### src/rtl/alu_issue_ctrl.sv
// Single-issue ALU issue controller: load-use scoreboard, RUN/STALL/FLUSH
// handshake FSM and a one-cycle registered issue stage.
module alu_issue_ctrl #(
  parameter int LOAD_LAT = 2,
  parameter int NUM_REGS = 32
) (
  input  logic       clk,
  input  logic       reset,
  input  logic       instValid,
  output logic       instReady,
  input  logic       useImmA,
  input  logic       useImmB,
  input  logic [4:0] rsA,
  input  logic [4:0] rsB,
  input  logic [4:0] rd,
  input  logic       writesRd,
  input  logic       isLoad,
  input  logic       flush,
  output logic       issueValid,
  output logic [1:0] sourceSelect,
  output logic [4:0] issueRd,
  output logic       issueIsLoad,
  output logic [7:0] stallCount
);

  typedef enum logic [1:0] {ST_RUN, ST_STALL, ST_FLUSH} state_e;

  state_e     state_q, state_d;
  logic [1:0] pend_q [NUM_REGS];
  logic [1:0] pend_d [NUM_REGS];
  logic [1:0] pend_a, pend_b;
  logic       hazard, accept, load_wr;

  logic       issue_valid_q, issue_valid_d;
  logic [1:0] src_sel_q, src_sel_d;
  logic [4:0] issue_rd_q, issue_rd_d;
  logic       issue_ld_q, issue_ld_d;
  logic [7:0] stall_cnt_q, stall_cnt_d;

  // Scoreboard lookup; indices beyond NUM_REGS read as never pending.
  always_comb begin
    pend_a = 2'd0;
    pend_b = 2'd0;
    if (int'(rsA) < NUM_REGS) pend_a = pend_q[rsA];
    if (int'(rsB) < NUM_REGS) pend_b = pend_q[rsB];
    hazard = (!useImmA && pend_a != 2'd0) || (!useImmB && pend_b != 2'd0);
  end

  // FSM output: flush and reset both override acceptance combinationally.
  always_comb begin
    instReady = 1'b0;
    if (!reset && !flush) begin
      unique case (state_q)
        ST_RUN, ST_STALL: instReady = !hazard;
        default:          instReady = 1'b0;
      endcase
    end
  end

  assign accept  = instValid && instReady;
  assign load_wr = accept && isLoad && writesRd && (rd != 5'd0);

  always_comb begin
    // NOTE: assign a default before any branch so no path leaves a latch.
    state_d = state_q;
    unique case (state_q)
      ST_RUN, ST_STALL: begin
        if (flush)                    state_d = ST_FLUSH;
        else if (instValid && hazard) state_d = ST_STALL;
        else                          state_d = ST_RUN;
      end
      ST_FLUSH: state_d = flush ? ST_FLUSH : ST_RUN;
      default:  state_d = ST_RUN;
    endcase
  end

  // A fresh load beats the countdown of the same register.
  always_comb begin
    for (int i = 0; i < NUM_REGS; i++) begin
      pend_d[i] = pend_q[i];
      if (i == 0)                           pend_d[i] = 2'd0;
      else if (load_wr && int'(rd) == i)    pend_d[i] = 2'(LOAD_LAT);
      else if (pend_q[i] != 2'd0)           pend_d[i] = pend_q[i] - 2'd1;
    end
  end

  always_comb begin
    issue_valid_d = accept;
    src_sel_d     = src_sel_q;
    issue_rd_d    = 5'd0;
    issue_ld_d    = 1'b0;
    if (accept) begin
      src_sel_d  = {!useImmA, !useImmB};
      issue_rd_d = writesRd ? rd : 5'd0;
      issue_ld_d = isLoad;
    end
    stall_cnt_d = stall_cnt_q;
    if (instValid && hazard && !flush && stall_cnt_q != 8'hFF)
      stall_cnt_d = stall_cnt_q + 8'd1;
  end

  // NOTE: state uses non-blocking assignment so every register samples pre-edge values.
  always_ff @(posedge clk or posedge reset) begin
    if (reset) begin
      state_q       <= ST_RUN;
      issue_valid_q <= 1'b0;
      src_sel_q     <= 2'b11;
      issue_rd_q    <= 5'd0;
      issue_ld_q    <= 1'b0;
      stall_cnt_q   <= 8'd0;
    end else begin
      state_q       <= state_d;
      issue_valid_q <= issue_valid_d;
      src_sel_q     <= src_sel_d;
      issue_rd_q    <= issue_rd_d;
      issue_ld_q    <= issue_ld_d;
      stall_cnt_q   <= stall_cnt_d;
    end
  end

  // NOTE: the scoreboard array is reset because a stale count would stall a clean pipeline.
  always_ff @(posedge clk or posedge reset) begin
    if (reset) begin
      for (int i = 0; i < NUM_REGS; i++) pend_q[i] <= 2'd0;
    end else begin
      for (int i = 0; i < NUM_REGS; i++) pend_q[i] <= pend_d[i];
    end
  end

  assign issueValid   = issue_valid_q;
  assign sourceSelect = src_sel_q;
  assign issueRd      = issue_rd_q;
  assign issueIsLoad  = issue_ld_q;
  assign stallCount   = stall_cnt_q;

endmodule

### config.mk
export PLATFORM = sky130hd
export DESIGN_NAME = alu_issue_ctrl
export DESIGN_NICKNAME = d
export VERILOG_FILES = /design/src/rtl/alu_issue_ctrl.sv
export SDC_FILE = /design/constraint.sdc
export NUM_CORES = 1
export LEC_CHECK = 0
export CORE_MARGIN = 2
export CORE_UTILIZATION = 45
export DETAILED_ROUTE_END_ITERATION = 10
export GPL_ROUTABILITY_DRIVEN = 0
export PLACE_DENSITY = 0.78
export SLEW_MARGIN = 20
export SYNTH_ARGS = -nofsm -noshare
export SYNTH_HDL_FRONTEND = slang
export SYNTH_SLANG_ARGS = --single-unit
### constraint.sdc
create_clock -name clk -period 2.75 [get_ports clk]
set_clock_uncertainty 0.1 [all_clocks]
set_input_delay 0.55 -clock clk [delete_from_list [all_inputs] [get_ports clk]]
set_output_delay 0.55 -clock clk [all_outputs]
set_load 0.005 [all_outputs]
Word-level counts from Yosys, hierarchy flattened
Index checks and enable logic that the tools add are counted.
{"block": "totals", "wordCells": 298, "register_bits": 81, "output_inout_bits": 18}
{"block": "op_classes", "addsub": 32, "reduce_logical": 114, "magnitude_cmp": 2, "mux": 77, "eq_ne": 34, "n_bitwise": 2}
{"operator": "2-bit 2-to-1 mux", "count": 68}
{"operator": "2-bit nonzero test", "count": 64}
{"operator": "5-bit == test (second input constant)", "count": 16}
{"operator": "2-bit by 1-bit subtractor with 2-bit output (second input constant)", "count": 31}
{"operator": "1-bit logical AND", "count": 41}
{"operator": "5-bit by 4-bit == test with 1-bit output (second input constant)", "count": 8}
{"operator": "2-bit binary-select mux with 5-bit select", "count": 2}
{"operator": "5-bit by 3-bit == test with 1-bit output (second input constant)", "count": 4}
{"operator": "6-bit >= comparator (second input constant)", "count": 2}
{"operator": "5-bit NOT with 6-bit output", "count": 2}
{"operator": "5-bit by 2-bit == test with 1-bit output (second input constant)", "count": 2}
{"operator": "5-bit 2-to-1 mux", "count": 2}
{"operator": "8-bit by 1-bit adder with 8-bit output (second input constant)", "count": 1}
{"operator": "8-bit inequality test (second input constant)", "count": 1}
{"operator": "5-bit by 1-bit == test with 1-bit output (second input constant)", "count": 1}
{"operator": "1-bit zero test", "count": 5}
{"operator": "5-bit nonzero test", "count": 1}
{"operator": "1-bit 2-to-1 mux", "count": 4}
{"operator": "2-bit one-hot mux with 2 select lines", "count": 1}
{"operator": "2-bit by 1-bit == test with 1-bit output (second input constant)", "count": 1}
{"operator": "2-bit == test (second input constant)", "count": 1}
{"operator": "2-bit zero test", "count": 1}
{"operator": "2-bit OR reduction", "count": 1}
{"operator": "1-bit logical OR", "count": 1}

Longest topological paths before layout
Gate-level depths: netlist of run 1.
{"block": "logic_depth", "ltp_word": 16, "depth_mapped": 12, "mapped_depth_nobuf": 9}

Least setup slack after synthesis of run 1
No wires, ideal clock.
{"block": "synth_timing", "kind": "input-to-output", "startpoint": "input port rsA[2]", "endpoint": "output port instReady", "t_arrival_ps": 2194, "path_buffers": 1, "stages": 7, "slack_ps": -94, "path_cell_list": "clkbuf_1 inv_1 a2111oi_0 o21ba_1 o221a_2 a311oi_4 and2_1"}
{"block": "synth_between", "elab_chain_len": 10}
{"item": "from (decl)", "line": "13", "text": "input logic [4:0] rsA,"}
{"item": "5-bit NOT with 6-bit output (not written as such)", "line": "44", "text": "if (int'(rsA) < NUM_REGS) pend_a = pend_q[rsA];"}
{"item": "2-bit binary-select mux with 5-bit select", "line": "44"}
{"item": "2-bit 2-to-1 mux (not written as such) (2 in a row)", "line": "44"}
{"item": "2-bit nonzero test", "line": "46", "text": "hazard = (!useImmA && pend_a != 2'd0) || (!useImmB && pend_b != 2'd0);"}
{"item": "1-bit logical AND", "line": "46"}
{"item": "1-bit logical OR", "line": "46"}
{"item": "1-bit zero test", "line": "54", "text": "ST_RUN, ST_STALL: instReady = !hazard;"}
{"item": "1-bit 2-to-1 mux", "line": "53", "text": "unique case (state_q)"}
{"item": "1-bit 2-to-1 mux", "line": "52", "text": "if (!reset && !flush) begin"}
{"item": "to (decl)", "line": "10", "text": "output logic instReady,"}
No other way between the ends. The select of a mux whose other input is x is not followed.

Worst setup path after layout of run 1
{"block": "layout_timing", "startpoint": "register pend_q[53] (netlist name)", "endpoint": "output port instReady"}
{"block": "layout_between", "elab_chain_len": 9}
{"item": "from (decl)", "line": "29", "text": "logic [1:0] pend_q [NUM_REGS];"}
{"item": "2-bit binary-select mux with 5-bit select, on equally long branches", "line": "44, 45"}
{"item": "2-bit 2-to-1 mux, on equally long branches (2 in a row)", "line": "44, 45"}
{"item": "2-bit nonzero test", "line": "46"}
{"item": "1-bit logical AND", "line": "46"}
{"item": "1-bit logical OR (*)", "line": "46"}
{"item": "1-bit zero test (*)", "line": "54"}
{"item": "1-bit 2-to-1 mux (*)", "line": "53"}
{"item": "1-bit 2-to-1 mux (*)", "line": "52"}
Mark *: on every way between the ends. The rest lies on a longest branch, timed or not. The select of a mux whose other input is x is not followed.

==> results of run 1 <==
==> registers in the layout (all words and copies together) (netlist names) <==
signal        count
issueIsLoad       1
state_q           2
issueRd           5
stallCount        8
pend_q           62
sourceSelect      2
issueValid        1
==> stage by stage <==
stage / total power, mW / setup TNS, ns / util [%] / cell area (um2) / setup WS [ns]
2_1_floorplan: 4.46 / -0.0731 / - / 5010 / -0.0731
3_3_place_gp: 5.55 / -56.98 / 56.6 / 6140 / -1.09
3_5_place_dp: 5.86 / -58.01 / 56.6 / 6140 / -1.09
4_1_cts: 6.84 / -0.264 / 59.4 / 6440 / -0.264
5_1_grt: 8.04 / -15.95 / 65.3 / 7080 / -0.441
6_report: 7.51 / -11.23 / 65.3 / 7080 / -0.373
==> cell type report <==
| type | count | share of cell area (%) |
|---|---|---|
| clock buffers | 12 | 2.05 |
| clock inverters | 4 | 0.742 |
| well taps | 140 | 2.47 |
| inverters | 72 | 4.01 |
| repair buffers | 149 | 20.9 |
| repair inverters | 1 | 0.159 |
| multi-input cells | 359 | 41.0 |
| flip-flops and latches | 81 | 28.7 |
==> cell usage after synthesis, types with 5 or more instances <==
| library cell | count |
|---|---|
| dfrtp_1 | 79 |
| inv_1 | 71 |
| xor2_1 | 34 |
| ha_1 | 32 |
| nor3_1 | 30 |
| o21ai_0 | 28 |
| nor2_1 | 27 |
| a21oi_1 | 21 |
| nand2_1 | 21 |
| a31oi_1 | 16 |
| mux2i_1 | 16 |
| a211oi_1 | 14 |
| a21o_1 | 12 |
| and3_1 | 11 |
| clkbuf_1 | 10 |
| a31o_2 | 9 |
| nand3_1 | 9 |
| nor2b_1 | 9 |
| buf_4 | 6 |
| nor4_1 | 6 |
| o21ai_1 | 6 |
| a2111oi_0 | 5 |
| buf_2 | 5 |
| mux2_2 | 5 |
| nand2b_1 | 5 |
| o21a_1 | 5 |
==> layer usage <==
layer | global-route usage, % | vias to the layer above
met3 | 3.62 | 94
li1 | - | 2157
met5 | 0 | -
met1 | 28.3 | 2377
met4 | 12.1 | 0
met2 | 40.6 | 281
==> logic make-up (layout without fill, tap and decap cells) <==
family | after synthesis | count (layout)
flip-flops | 81 | 81
adder cells (fa/ha/maj) | 32 | 32
XOR/XNOR | 38 | 38
AO/OA/AOI/OAI | 137 | 137
AND/OR/NAND/NOR | 131 | 131
multiplexers | 21 | 21
buffers and inverters | 96 | 238
==> worst max-delay path, delay by kind of cell (launching register included) <==
kind                   cells  cell delay (ns)
DFF                        1             0.41
buffers and inverters      3             0.38
and+or+nand+nor            2             0.37
AOI/OAI and AO/OA          5             0.93
==> power by group <==
group / total, mW / switching (mW) / internal, mW
Clock: 0.908 / 0.463 / 0.445
Sequential: 2.19 / 0.417 / 1.78
Combinational: 4.41 / 2.09 / 2.32
Total: 7.51 / 2.97 / 4.54
==> timing repair <==
action / CTS / global route
setup endpoints to repair: 80 / 65
hold buffers: 0 / 0
endpoints found under the hold margin: 0 / 0
resized for setup: 36 / 70
gates cloned: 1 / 12
setup buffers: 1 / 9
pin swaps: 10 / 19
==> how the worst max path moves through the flow <==
stage / startpoint / endpoint / slack (ns) / cells after the start
5_1_grt: pend_q[53] / instReady / -0.44 / 10
4_1_cts: pend_q[52] / instReady / -0.26 / 8
6_report: pend_q[53] / instReady / -0.37 / 10
3_3_place_gp: rsA[1] / instReady / -1.09 / 9
3_5_place_dp: rsA[1] / instReady / -1.09 / 9
2_1_floorplan: rsA[0] / instReady / -0.07 / 7
==> metrics.md, run 1 <==
| Metric | Value |
|---|---|
| Yosys reg bits | 81 |
| Diodes inserted | 0 |
| Vias in the first global route | 4579 |
| Largest area contributor in the netlist | dfrtp_1 |
| Root Driver | clkbuf_8 |
| Worst R2R End | pend_q[49] |
| Final hold vios | 0 |
| Mapped Area | 4990 um2 |
| RSZ-0062 raised after global routing | yes |
| Dpl cells | 779 |
| DIE HEIGHT | ~110 um |
| Worst setup SP type | register |
| Pin count of the biggest net entering global routing | 43 |
| Post-route ant nets | 0 |
| Area added between synthesis and finish | 41.9% |
| DR vias | 4909 |
| Top_reg_cell synth | dfrtp_1 |
| Syn_nets | roughly 590 |
| Die Width | 109 um |
| Setup Viol. Count Final | 74 |
| Number of port buffers | 40 |
| Worst-path clk slew | around 0.08 ns |
| Worst hold path depth | 1 |
| Vias per cell | 6.00 |
| HP Start | state_q[0] |
| Routed WL | 16400 um |
| Outcome | finished, violations left |
| Share of layout cells above drive strength 1 | 28.9% |
| Pwr dens | 1060 nW/um2 |
| Syn Inst Count | 536 |
| Non-Filler Instances | 818 |
| Global Route Usage Sum | a little under a quarter |
| Failing checks | negative setup slack |
| DRC | 0 |
| Most frequent cells in the layout | 85 x buf_4, 79 x dfrtp_1, 70 x inv_1 |
| R2r setup slk | -0.22 ns |
| Synth cell types | slightly below 50 |
| CTS buffer count | 9 |
| # Max-Cap Violations | 0 |
| Synth top area share | 39.6% |
| Final worst-path cycle share | 114% |
| Largest family of logic cells by synthesized area | compound AO/OA/AOI/OAI gates |
| Leak | 3.36 nW |
| Critical path class | reg2out |
| Worst-path fanout max | 2 |
| Min Tclk post-route | 3.12 ns |
| CTS tree | done |
| Max VDD drop | 0.531 mV |
| Clock Sink Count | 81 |
| Worst reg2reg path depth | 14 |
| Simple-gate share of the synthesized area | ~13% |
| H-tree depth | 3 |
| Most common cell after layout, fill and taps aside | buf_4 |
| Post-synth EDFFs | 0 |
| Reg area | ~2000 um2 |
| First-pass GRT wire length | 21500 um |
| Worst path cell trace | buf_4 -> buf_4 -> nor3_4 -> a31oi_1 -> a21oi_1 -> a211oi_1 -> o21a_1 -> a311oi_4 -> and2_1 -> buf_2 |
| Routed length on met3 | 1290 um |
| RR Startpoint | pend_q[53] |
| Clock latency on the worst-skew pair | 0.38 ns |
| Hold Path Class | reg2reg |
| WHS | roughly 0.34 ns |
| DRT Pass-1 Iters | 7 |
| Worst hold path endpoint | state_q[1] |
| Critical path's largest stage delay | 0.41 ns |
| Gr ovfl total | 0 |
| Initial antenna violation count | 0 |
| Net count, final | 728 |
| Syn Area/Cell | 9.31 um2 |
| Clock Tree Buf Depth | 2 |
| Ys async rst share | 100% |
| Slew HR | 63.8% |
| Met1 Wirelength | 6120 um |
| Drt wl/cell | ~20 um |
| Critical Path Sink Type | primary output |
| Crit path required time | 2.10 ns |
| Post-Synth Adder-Cell Area | ~8.0% |
| I/O Pins | 41 |
| Post-Synth XOR/XNOR Area | under 10% |
| Maximum clock rate | 320 MHz |
| Top cell by count, worst path | buf_4 |
| Starting density of the core | 46.0% |
| Slew @ Worst Pin | 0.540 ns |
| Max layer used | met4 |
| Yosys synthesis warning count | 0 |
| Fill cells | 756 |
| Core Area | 10800 um2 |
| Starting DRT DRC Count | between 500 and 600 |
| Post-synthesis sequential area ratio | ~41% |
| Multi-input logic area | 2900 um2 |
| Post-DP HPWL | 9510 um |
| Final worst slack | -0.373 ns |
| FP Rows | 38 |
| Worst EP arrival | 2.47 ns |
| Total length of routed met2 wires | between 8000 and 9000 um |
| Final max-slew violation count | 0 |
| Compound-Gate Fraction of Synth Area | 18.8% |
| CP max-delay cell | dfrtp_1 |
| Area contributors post-synth | dfrtp_1 40%, ha_1 8.0%, xor2_1 6.0%, inv_1 5.3%, mux2i_1 3.2% |
| Post-synthesis mux area share | 4.34% |
| DIE AREA | between 10000 and 15000 um2 |
Note: power is estimated with default switching activity, not from simulation.
==> run 2, diff against run 1 <==
--- a/config.mk
+++ b/config.mk
@@ -5,11 +5,12 @@
 export SDC_FILE = /design/constraint.sdc
 export NUM_CORES = 1
 export LEC_CHECK = 0
+export CAP_MARGIN = 20
 export CORE_MARGIN = 2
-export CORE_UTILIZATION = 45
+export CORE_UTILIZATION = 53
 export DETAILED_ROUTE_END_ITERATION = 10
 export GPL_ROUTABILITY_DRIVEN = 0
-export PLACE_DENSITY = 0.78
+export PLACE_DENSITY = 0.88
 export SLEW_MARGIN = 20
 export SYNTH_ARGS = -nofsm -noshare
 export SYNTH_HDL_FRONTEND = slang
==> metrics.md, run 2 (same netlist as run 1, synthesis figures left out) <==
| Metric | Value |
|---|---|
| Met1 Use GR | 34.5% |
| Starting density of the core | 54.3% |
| Met3 Track Usage GR | under 10% |
| Crit path required time | ~2.1 ns |
| Pwr dens | ~1100 nW/um2 |
| Worst Setup SP | rsA[2] |
| Clock Sink Count | 81 |
| Final Core Density | 71.2% |
| Net count, final | around 710 |
| Area added between synthesis and finish | 31.2% |
| RR Startpoint | pend_q[53] |
| RSZ-0062 raised after global routing | yes |
| Critical path class | in2out |
| Clock Tree Buf Depth | 2 |
| Drt wl/cell | 19.6 um |
| Worst path buffer plus inverter count | 3 |
| Worst path cell trace | dlygate4sd2_1 -> buf_6 -> a211oi_1 -> a211oi_2 -> nor3b_1 -> o221a_4 -> a311oi_4 -> and2_1 -> buf_2 |
| Most common cell after layout, fill and taps aside | dfrtp_1 |
| DRC | 0 |
| Most frequent cells in the layout | 79 x dfrtp_1, 75 x buf_4, 69 x inv_1 |
| DIE HEIGHT | a little over 100 um |
| Worst-path clk slew | 0.09 ns |
| Post-route ant nets | 0 |
| Global Route Usage Sum | 29.4% |
| Number of port buffers | 40 |
| FP Rows | 35 |
| CTS buffer count | 9 |
| Met2 Use GR | 49.0% |
| Hold Path Class | reg2reg |
| # Max-Cap Violations | 0 |
| CTS tree | done |
| Reg with most FFs | pend_q |
| Clock latency on the worst-skew pair | ~0.36 ns |
| Vias in the first global route | 4906 |
| Post-DP HPWL | between 9000 and 10000 um |
| Slew HR | 56.4% |
| Worst EP arrival | 2.39 ns |
| Pin count of the biggest net entering global routing | 37 |
| Global routing's busiest layer | met2 |
| Final max-slew violation count | 0 |
| Core Area | 9200 um2 |
| WHS | 0.337 ns |
| Worst setup SP type | input pin |
| Max VDD drop | 0.472 mV |
| Vias per cell | 6.25 |
| CP max-delay cell | nor3b_1 |
| Setup Viol. Count Final | 25 |
| HP Start | state_q[0] |
| Cts hold-fix bufs | 0 |
| DIE AREA | 10200 um2 |
| Share of layout cells above drive strength 1 | 23.4% |
| Worst-path fanout max | 9 |
| Non-Filler Instances | between 700 and 800 |
| Critical Path Sink Type | primary output |
| R2r setup slk | -0.07 ns |
| Maximum clock rate | 328 MHz |
| Max reg flops | 62 |
| Final worst-path cycle share | 111% |
| First-pass GRT wire length | 23300 um |
| Fill cells | 600 |
| Final hold vios | 0 |
| Failing checks | negative setup slack |
| Leak | 3.17 nW |
| Min Tclk post-route | 3.04 ns |
| DR vias | 4788 |
| I/O Pins | 41 |
| Final worst slack | -0.294 ns |
| Critical path's largest stage delay | 0.41 ns |
| H-tree depth | 3 |
| Slew @ Worst Pin | 0.653 ns |
| Routed WL | 15000 um |
| Diodes inserted | 0 |
| DRT Pass-1 Iters | 5 |
| Die Width | approximately 100 um |
| Dpl cells | 745 |
| Top delay family on crit path | compound AO/OA/AOI/OAI gates |
| Starting DRT DRC Count | 321 |
| Outcome | finished, violations left |
| Initial antenna violation count | 0 |
| Root Driver | clkbuf_8 |
| Gr ovfl total | 0 |
run 2: where the power goes:
part           switching (mW)  internal, mW  total [mW]
Sequential              0.450          1.78        2.23
Combinational            1.96          2.08        4.04
Clock                   0.468         0.515       0.982
Total                    2.88          4.38        7.26
run 2: path summary, 6_finish.rpt:
check,endpoint,cells past startpoint
worst max-delay path,instReady,9
worst min-delay path,state_q[1],1
worst max register to register,pend_q[56],11
worst min register to register,state_q[1],1
max in group asynchronous,pend_q[59],3
min in group asynchronous,stallCount[6],2
run 2: cell type report:
type                            count  area (um2)  area share, %
Multi-Input combinational cell    359        2730           41.7
Sequential cell                    81        2030           31.0
Timing Repair Buffer              127        1160           17.7
Inverter                           72         272           4.15
Tap cell                          111         139           2.12
Clock buffer                       10         128           1.95
Clock inverter                      6        91.3           1.39
run 2: layer usage:
layer  part of all wire (%)  vias to the layer above
met1                     37                     2309
met4                    5.6                        0
li1                       -                     2127
met5                      0                        -
met3                    8.3                       90
met2                     49                      262
run 2: through the flow:
| step | setup TNS (ns) | setup slack (ns) | power (mW) | cell area (um2) |
|---|---|---|---|---|
| floorplan | -0.0731 | -0.0731 | 4.46 | 5010 |
| detailed placement | -53.23 | -1.05 | 5.86 | 6090 |
| global placement | -46.10 | -0.978 | 5.51 | 6090 |
| CTS | -0.209 | -0.209 | 6.99 | 6430 |
| global route | -4.15 | -0.337 | 7.74 | 6550 |
| finish | -0.875 | -0.294 | 7.26 | 6550 |
run 2: repair_timing:
item,in CTS,in global routing
gates resized for setup,47,25
setup endpoints to repair,80,75
pin swaps,15,11
buffers inserted,3,1
gates cloned,1,0
==> run 3, diff against run 2 <==
--- a/config.mk
+++ b/config.mk
@@ -5,12 +5,14 @@
 export SDC_FILE = /design/constraint.sdc
 export NUM_CORES = 1
 export LEC_CHECK = 0
+export ABC_AREA = 1
 export CAP_MARGIN = 20
 export CORE_MARGIN = 2
-export CORE_UTILIZATION = 53
+export CORE_UTILIZATION = 54
+export CTS_BUF_LIST = sky130_fd_sc_hd__clkbuf_16
 export DETAILED_ROUTE_END_ITERATION = 10
 export GPL_ROUTABILITY_DRIVEN = 0
-export PLACE_DENSITY = 0.88
+export PLACE_DENSITY = 0.89
 export SLEW_MARGIN = 20
 export SYNTH_ARGS = -nofsm -noshare
 export SYNTH_HDL_FRONTEND = slang
==> metrics.md, run 3 <==
| Metric | Value |
|---|---|
| Max reg flops | 62 |
| Net count, final | just over 800 |
| Yosys synthesis warning count | 0 |
| Area added between synthesis and finish | 20.0% |
| Worst reg2reg path depth | 16 |
| Reg with most FFs | pend_q |
| Syn Inst Count | 708 |
| Crit path required time | 2.10 ns |
| Syn Area/Cell | 7.61 um2 |
| Power consumption | 7.01 mW |
| Mapped Area | between 5000 and 6000 um2 |
| Most common cell in the netlist | nand2_1 |
| Worst-path clk slew | 0.06 ns |
| Gr ovfl total | 0 |
| Routed WL | about 14000 um |
| DR vias | between 4000 and 5000 |
| Non-Filler Instances | 908 |
| Largest family of logic cells by synthesized area | simple AND/OR/NAND/NOR gates |
| R2r setup slk | 0.51 ns |
| Ys async rst share | 100% |
| FP Rows | 36 |
| Area contributors post-synth | dfrtp_1 37%, nand2_1 10%, inv_1 8.4%, ha_1 7.4%, nor2_1 7.2% |
| Maximum clock rate | 393 MHz |
| Critical path's largest stage delay | 0.25 ns |
| DRC | 0 |
| Worst EP arrival | 1.89 ns |
| Most frequent cells in the layout | 148 x nand2_1, 119 x inv_1, 93 x nor2_1 |
| Worst path buffer plus inverter count | 4 |
| Max VDD drop | 0.494 mV |
| DIE HEIGHT | 104 um |
| Final max-slew violation count | 0 |
| CTS tree | done |
| CP max-delay cell | dlygate4sd2_1 |
| Setup TNS | 0 ns |
| Final worst slack | 0.205 ns |
| Starting density of the core | 55.4% |
| Outcome | finished clean |
| Final worst-path cycle share | 92.5% |
| RSZ-0062 raised after global routing | no |
| Drt wl/cell | 15.0 um |
| Most common cell after layout, fill and taps aside | nand2_1 |
| Pwr dens | between 1000 and 1500 nW/um2 |
| Slew @ Worst Pin | 0.468 ns |
| Post-Synth Adder-Cell Area | 7.43% |
| Worst R2R End | pend_q[18] |
| DRT Pass-1 Iters | 6 |
| Worst-path fanout max | 6 |
| Hold Path Class | reg2reg |
| Initial antenna violation count | 0 |
| I/O Pins | 41 |
| Top_reg_cell synth | dfrtp_1 |
| H-tree depth | 3 |
| Critical path class | in2out |
| Design area | 6470 um2 |
| Final hold vios | 0 |
| Setup Viol. Count Final | 0 |
| Vias per cell | 5.45 |
| Critical Path Sink Type | primary output |
| Starting DRT DRC Count | 496 |
| WHS | 0.364 ns |
| Synth cell types | 33 |
| Top cells by count, synth | 148 x nand2_1, 120 x inv_1, 103 x nor2_1 |
| Die Width | 104 um |
| Worst path cell trace | clkdlybuf4s15_2 -> nand2_2 -> inv_2 -> a21oi_1 -> nand3_1 -> nand2_1 -> nand2_1 -> nand3_1 -> nand3_2 -> nand3_4 -> inv_1 -> dlygate4sd2_1 |
| HP Start | state_q[0] |
| Post-Synth XOR/XNOR Area | approximately 6% |
| Pin count of the biggest net entering global routing | 38 |
| Clock Tree Buf Depth | 2 |
| Post-synthesis mux area share | 0% |
| Post-route ant nets | 0 |
| Dpl cells | 891 |
| Post-synth EDFFs | 0 |
| # Max-Cap Violations | 0 |
| Simple-gate share of the synthesized area | between 30% and 40% |
| Global Route Usage Sum | 25.9% |
| Worst setup SP type | input pin |
| Vias in the first global route | 4766 |
| Dpl ws | -0.458 ns |
| Syn_nets | 763 |
| Area of placed instances | between 6000 and 7000 um2 |
| RR Startpoint | pend_q[13] |
| Worst hold path depth | 1 |
| Post-DP HPWL | between 9000 and 10000 um |
| Top delay family on crit path | simple AND/OR/NAND/NOR gates |
| Clock Sink Count | 81 |
| Slew HR | between 60 and 70% |
| First-pass GRT wire length | 22600 um |
| Largest area contributor in the netlist | dfrtp_1 |
| Leak | 3.46 nW |
| Share of layout cells above drive strength 1 | between 10% and 20% |
| CTS buffer count | 9 |
| DIE AREA | 10800 um2 |
| Diodes inserted | 0 |
| Yosys reg bits | 81 |
| Core Area | 9730 um2 |
| Post-synthesis sequential area ratio | around 38% |
| Number of port buffers | 40 |
| Root Driver | clkbuf_16 |
| Synth top area share | a little under two fifths |
| Clock latency on the worst-skew pair | 0.34 ns |
| Min Tclk post-route | between 2 and 3 ns |
| Compound-Gate Fraction of Synth Area | 6.29% |
| Final Core Density | 66.5% |
| Worst hold path endpoint | state_q[1] |
==> run 3: kinds of logic after synthesis <==
logic type / after synthesis
compound gates: 66
xor+xnor: 37
fa+ha+maj: 32
buf+inv: 143
flops: 81
simple gates: 349
==> run 3: per-layer routing <==
metal,global-route usage [%],up-vias,wire (um)
li1,-,2354,-
met1,31.6,2326,5230
met2,43.8,207,6770
met3,4.64,64,901
met4,14.1,0,676
met5,0,-,0
==> run 3: worst reg2reg max path, delay by kind of cell, from the launching register on <==
| kind | cells | cell delay [ns] |
|---|---|---|
| and+or+nand+nor | 13 | 1.19 |
| buffers and inverters | 3 | 0.40 |
| DFF | 1 | 0.44 |
==> run 3: layout make-up <==
| type | count | area (um2) |
|---|---|---|
| clock buffers | 9 | 225 |
| clock inverters | 7 | 93.8 |
| fillers | 738 | 3260 |
| inverters | 128 | 484 |
| multi-input cells | 484 | 2820 |
| flip-flops and latches | 81 | 2030 |
| well taps | 133 | 166 |
| repair buffers | 66 | 651 |
==> run 3: how the worst max path moves through the flow <==
stage | depth (start not counted) | endpoint | slack, ns | startpoint
4_1_cts | 14 | instReady | 0.21 | rsA[0]
6_report | 12 | instReady | 0.21 | rsA[0]
3_5_place_dp | 14 | instReady | -0.46 | rsA[1]
2_1_floorplan | 1 | issueIsLoad | 0.02 | reset
5_1_grt | 12 | instReady | 0.01 | pend_q[13]
3_3_place_gp | 14 | instReady | -0.41 | rsA[1]
==> run 3: timing repair <==
action	in CTS	in global routing
pin swaps	3	0
resized for setup	32	1
endpoints found under the setup margin	1	1
buffers inserted	1	0
hold buffers	0	0
==> run 3: power breakdown <==
| group | leakage [nW] | internal, mW | switching, mW |
|---|---|---|---|
| combinational | 2.31 | 1.45 | 1.93 |
| sequential | 0.984 | 1.77 | 0.552 |
| clock | 0.158 | 0.797 | 0.508 |
| total | 3.46 | 4.01 | 2.99 |
